File: config.mk
export PLATFORM = sky130hd
export DESIGN_NAME = regfile_wb_arbiter
export DESIGN_NICKNAME = d
export VERILOG_FILES = /design/src/rtl/regfile_wb_arbiter.sv
export SDC_FILE = /design/constraint.sdc
export NUM_CORES = 1
export LEC_CHECK = 0
export ABC_AREA = 1
export CAP_MARGIN = 20
export CORE_MARGIN = 5
export CORE_UTILIZATION = 61
export CTS_BUF_LIST = sky130_fd_sc_hd__clkbuf_4 sky130_fd_sc_hd__clkbuf_8
export CTS_CLUSTER_SIZE = 24
export DETAILED_ROUTE_END_ITERATION = 10
export PLACE_DENSITY = 0.88
export REMOVE_ABC_BUFFERS = 1
export SLEW_MARGIN = 30
export SYNTH_ARGS = -nofsm -noshare
export SYNTH_HDL_FRONTEND = slang
export SYNTH_SLANG_ARGS = --single-unit
File: constraint.sdc
create_clock -name Clk -period 4.1 [get_ports Clk]
set_input_delay 0.615 -clock Clk [delete_from_list [all_inputs] [get_ports Clk]]
set_output_delay 0.615 -clock Clk [all_outputs]
set_load 0.005 [all_outputs]
File: src/rtl/regfile_wb_arbiter.sv
// Write-back arbiter for a single regfile write port: in-order pipeline (A) always wins,
// long-latency results (B) are buffered in a small FIFO with kill-on-overwrite and an anti-starve stall.
module regfile_wb_arbiter #(
  parameter int unsigned DEPTH            = 4,
  parameter int unsigned STARVE_LIMIT     = 8,
  parameter bit          ZERO_REG_DISCARD = 1'b1
) (
  input  logic        Clk,
  input  logic        Reset,
  input  logic        AValid,
  input  logic [4:0]  AReg,
  input  logic [31:0] AData,
  input  logic        BValid,
  output logic        BReady,
  input  logic [4:0]  BReg,
  input  logic [31:0] BData,
  output logic [31:0] WriteData,
  output logic [4:0]  WriteRegister,
  output logic        RegWrite,
  output logic [31:0] Pending,
  output logic        StallReq
);

  localparam int unsigned PtrW = (DEPTH > 1) ? $clog2(DEPTH) : 1;
  localparam int unsigned StW  = $clog2(STARVE_LIMIT + 1);

  logic [DEPTH-1:0] valid_q, valid_d, kill_q, kill_d;
  logic [4:0]       reg_q  [DEPTH];
  logic [31:0]      data_q [DEPTH];
  logic [PtrW-1:0]  wr_ptr_q, wr_ptr_d, rd_ptr_q, rd_ptr_d;
  logic [StW-1:0]   starve_q, starve_d;
  logic             out_is_b_q, out_is_b_d;
  logic             reg_write_d;
  logic [4:0]       write_reg_d;
  logic [31:0]      write_data_d;

  logic a_win, accept, push, pop, b_load;
  logic head_valid, head_kill, head_live;

  assign BReady     = ~(&valid_q);
  assign a_win      = AValid & ~(ZERO_REG_DISCARD && (AReg == 5'd0));
  assign accept     = BValid & BReady;
  assign push       = accept & ~(ZERO_REG_DISCARD && (BReg == 5'd0));
  assign head_valid = valid_q[rd_ptr_q];
  assign head_kill  = kill_q[rd_ptr_q];
  assign head_live  = head_valid & ~head_kill;
  assign b_load     = head_live & ~a_win;
  // Killed heads drain even while A owns the port.
  assign pop        = head_valid & (head_kill | ~a_win);
  assign StallReq   = head_live && (starve_q >= StW'(STARVE_LIMIT));

  always_comb begin
    valid_d  = valid_q;
    kill_d   = kill_q;
    wr_ptr_d = wr_ptr_q;
    rd_ptr_d = rd_ptr_q;
    // A is newer than everything already queued; the same-edge push below is not affected.
    if (a_win) begin
      for (int unsigned i = 0; i < DEPTH; i++) begin
        if (valid_q[i] && (reg_q[i] == AReg)) kill_d[i] = 1'b1;
      end
    end
    if (pop) begin
      valid_d[rd_ptr_q] = 1'b0;
      rd_ptr_d          = rd_ptr_q + PtrW'(1);
    end
    if (push) begin
      valid_d[wr_ptr_q] = 1'b1;
      kill_d[wr_ptr_q]  = 1'b0;
      wr_ptr_d          = wr_ptr_q + PtrW'(1);
    end
  end

  always_comb begin
    reg_write_d  = 1'b0;
    write_reg_d  = WriteRegister;
    write_data_d = WriteData;
    out_is_b_d   = 1'b0;
    if (a_win) begin
      reg_write_d  = 1'b1;
      write_reg_d  = AReg;
      write_data_d = AData;
    end else if (b_load) begin
      reg_write_d  = 1'b1;
      write_reg_d  = reg_q[rd_ptr_q];
      write_data_d = data_q[rd_ptr_q];
      out_is_b_d   = 1'b1;
    end
  end

  always_comb begin
    starve_d = starve_q;
    if (b_load || !head_live) begin
      starve_d = '0;
    end else if (a_win && (starve_q < StW'(STARVE_LIMIT))) begin
      starve_d = starve_q + StW'(1);
    end
  end

  always_comb begin
    Pending = '0;
    for (int unsigned i = 0; i < DEPTH; i++) begin
      if (valid_q[i] && !kill_q[i]) Pending = Pending | (32'd1 << reg_q[i]);
    end
    if (RegWrite && out_is_b_q) Pending = Pending | (32'd1 << WriteRegister);
  end

  always_ff @(posedge Clk or posedge Reset) begin
    if (Reset) begin
      valid_q       <= '0;
      kill_q        <= '0;
      wr_ptr_q      <= '0;
      rd_ptr_q      <= '0;
      starve_q      <= '0;
      out_is_b_q    <= 1'b0;
      RegWrite      <= 1'b0;
      WriteRegister <= '0;
      WriteData     <= '0;
    end else begin
      valid_q       <= valid_d;
      kill_q        <= kill_d;
      wr_ptr_q      <= wr_ptr_d;
      rd_ptr_q      <= rd_ptr_d;
      starve_q      <= starve_d;
      out_is_b_q    <= out_is_b_d;
      RegWrite      <= reg_write_d;
      WriteRegister <= write_reg_d;
      WriteData     <= write_data_d;
    end
  end

  // Payload storage needs no reset; slot validity is tracked by valid_q.
  always_ff @(posedge Clk) begin
    if (push) begin
      reg_q[wr_ptr_q]  <= BReg;
      data_q[wr_ptr_q] <= BData;
    end
  end

endmodule

==> impl_metrics.csv <==
group,metric,value,unit
worst_setup_path,crit_path_frequent_cell,"nand2_1",
clock_tree,cts_setup_buffers,0,
worst_hold_path,hold_class,"input pin to async pin",
logic_synthesis,avgSynthCellArea,8.36,um2
route,num_vias,9811,
job,max_cap_viol_count,0,
placement,port_buffers,149,
worst_setup_path,crit_family,"simple AND/OR/NAND/NOR gates",
placement,dp.cells,1588,
clock_tree,cts_hold_buf,0,
logic_synthesis,synthFlopType,"edfxtp_1",
sta,rsz0062_at_grt,"no",
worst_setup_path,cp_slowest_cell,"dfrtp_2",
logic_synthesis,synth_commonest_cells,"474 x nand2_1, 225 x nand3_1, 148 x edfxtp_1",
worst_setup_path,arrival,3.10,ns
clock_tree,path_clk_slew,0.06,ns
worst_setup_path,start_kind,"register",
power,vdd_drop_max,533,uV
clock_tree,clock_path_buffers,3,
finish,fin_nets,1484,
clock_tree,cts_tree,"done",
finish,area_growth,21.5,%
clock_tree,cts_made_buffers,31,
global_route,grt_max_degree,57,
floorplanning,die_area,20100,um2
sta,fin_crit,3.71,ns
global_route,grt.total_usage,0.309,
clock_tree,root_buffer,"clkbuf_8",
power,powerDensity,652,nW/um2
route,routed_wl,31300,um
power,totalPowerFinal,0.00840,W
logic_synthesis,ys_seq_area_frac,0.549,
floorplanning,io_pins,150,
logic_synthesis,yosysMostFrequentCell,"nand2_1",
global_route,grt_overflow,0,
worst_setup_path,slowest_delay,0.68,ns
logic_synthesis,synthArstFlopShare,0.271,
route,wl_per_cell,19.0,um
logic_synthesis,ys_ff_latch,203,
route,drtPass1Iterations,5,
floorplanning,die_w,142,um
route,vias_per_cell,5.96,
logic_synthesis,ys_warn_count,0,
worst_setup_path,path_class,"register to output pin",
clock_tree,clock_latency,0.58,ns
global_route,grt_pass1_wl,49500,um
sta,max_freq,0.269,GHz
clock_tree,clock-sinks,203,
worst_setup_path,endpoint_kind,"output pin",
worst_setup_path,crit_required,3.48,ns
worst_setup_path,r2r-start,"rd_ptr_q[0]$_DFFE_PP0N_",
floorplanning,core_area,17200,um2
floorplanning,rows,48,
route,drc,0,
clock_tree,post_cts_resized,0,
finish,antenna_cells,0,
route,antenna_left,0,
floorplanning,start_util,0.617,
sta,finClkSkew,0.0386,ns
clock_tree,htree_levels,1,
finish,layout.cells.non_filler,1646,
sta,tightest_slew,0.976,ns
sta,fin_crit_sh,0.906,
sta,drv_slew,0,
worst_setup_path,critical_path_buf_inv_count,2,
placement,routabilityCongestion,1.04,
logic_synthesis,synth.largest_area_cell,"edfxtp_1",
logic_synthesis,synth_enable_flop_cells,148,
worst_setup_path,crit_start,"rd_ptr_q[0]$_DFFE_PP0N_",
logic_synthesis,synth_cells,1269,
outcome,status,"complete, no violations",
global_route,antenna_found_initial,1,
logic_synthesis,ys_types,31,
sta,maxSlewHeadroom,0.347,
power,leakage,5.49,nW
finish,drive_gt1_frac,0.0640,
global_route,first_global_vias,9463,
sta,setup_viol,0,
floorplanning,die_h,142,um
worst_setup_path,crit_chain,"inv_2, nand2_1, nand3_1, nand2_1, nand2_4, nor2_1, clkdlybuf4s50_1",
logic_synthesis,synth_top_area_frac,0.419,
worst_setup_path,path_max_fanout,40,
sta,hold_viol,0,
route,first_iter_violations,1100,
logic_synthesis,synthesis.area,10600,um2
placement,dp_hpwl,20800,um
logic_synthesis,yosys-top-cells-area,"edfxtp_1 42%, nand2_1 17%, dfrtp_1 13%",
## path summary, 6_finish.rpt
path                            depth (start not counted)                   endpoint  slack [ns]
worst max-delay path                                    7                   StallReq        0.39
min in group Clk                                        2  WriteData[22]$_DFFE_PP0P_        0.51
max in group asynchronous                               3  WriteData[31]$_DFFE_PP0P_        3.03
worst min-delay path                                    2       out_is_b_q$_DFF_PP0_        0.33
worst max register to register                          9  WriteData[14]$_DFFE_PP0P_        0.96
worst min register to register                          2  WriteData[22]$_DFFE_PP0P_        0.51
## stage by stage
stage               setup TNS [ns]  hold WS [ns]  setup slack, ns   util  instance area, um2
floorplan                   -15.59         0.477           -0.404      -               10200
finish                           0         0.334            0.387  0.750               12900
CTS                              0         0.328            0.403  0.750               12900
global route                     0         0.338            0.149  0.750               12900
global placement                 0         0.496             1.05  0.709               12200
detailed placement               0         0.496             1.00  0.709               12200
## power breakdown
part	switching (W)	leakage [nW]	internal [W]	total (W)
clock network	0.000762	0.380	0.00110	0.00186
logic	0.00219	3.08	0.00118	0.00337
registers	0.000386	2.03	0.00278	0.00317
total	0.00334	5.49	0.00506	0.00840
## layout by cell type, fill, tap and decap left out, types with 4 or more instances in the layout
cell and instances:
nor3_1 16, edfxtp_1 148, nand3b_1 5, inv_1 82, nor4_1 4, clkbuf_4 17
clkinv_1 4, nand2_1 474, a21oi_1 13, ha_1 10, dfrtp_1 54, inv_2 5
xor2_1 5, o22ai_1 5, nand4_1 37, nand3_1 225, buf_4 16, nor2_1 76
o211ai_1 11, o21ai_0 6, clkbuf_8 37, clkdlybuf4s50_1 149
## sequential cells by signal, indices dropped and copies added (netlist names)
| signal | count |
|---|---|
| RegWrite | 1 |
| WriteData | 32 |
| WriteRegister | 5 |
| data_q | 128 |
| kill_q | 4 |
| out_is_b_q | 1 |
| rd_ptr_q | 2 |
| reg_q | 20 |
| starve_q | 4 |
| valid_q | 4 |
| wr_ptr_q | 2 |
## final cells by class
type,instances,area [um2]
sequential,203,5820
fill,1260,4290
multi-input combinational,903,4080
timing repair buffer,167,1650
clock buffer,54,637
inverter,90,338
tap,225,282
clock inverter,4,75.1
## routing by layer
metal / GRT usage / wire length, um / share of wire / vias to the layer above
li1: - / - / - / 4489
met1: 0.411 / 12100 / 0.38 / 4591
met2: 0.512 / 15100 / 0.48 / 607
met3: 0.0576 / 3100 / 0.099 / 122
met4: 0.107 / 1080 / 0.034 / 2
met5: 0 / 13 / 0.00041 / -
## cell families (layout without fill, tap and decap cells)
group           count (synthesis)  count (layout)  synth area share
simple gates                  847             847             0.342
flops                         203             203             0.549
buf+inv                       163             315            0.0685
compound gates                 41              41            0.0245
fa+ha+maj                      10              10            0.0118
xor+xnor                        5               5           0.00413
(Power assumes the default switching activity.)
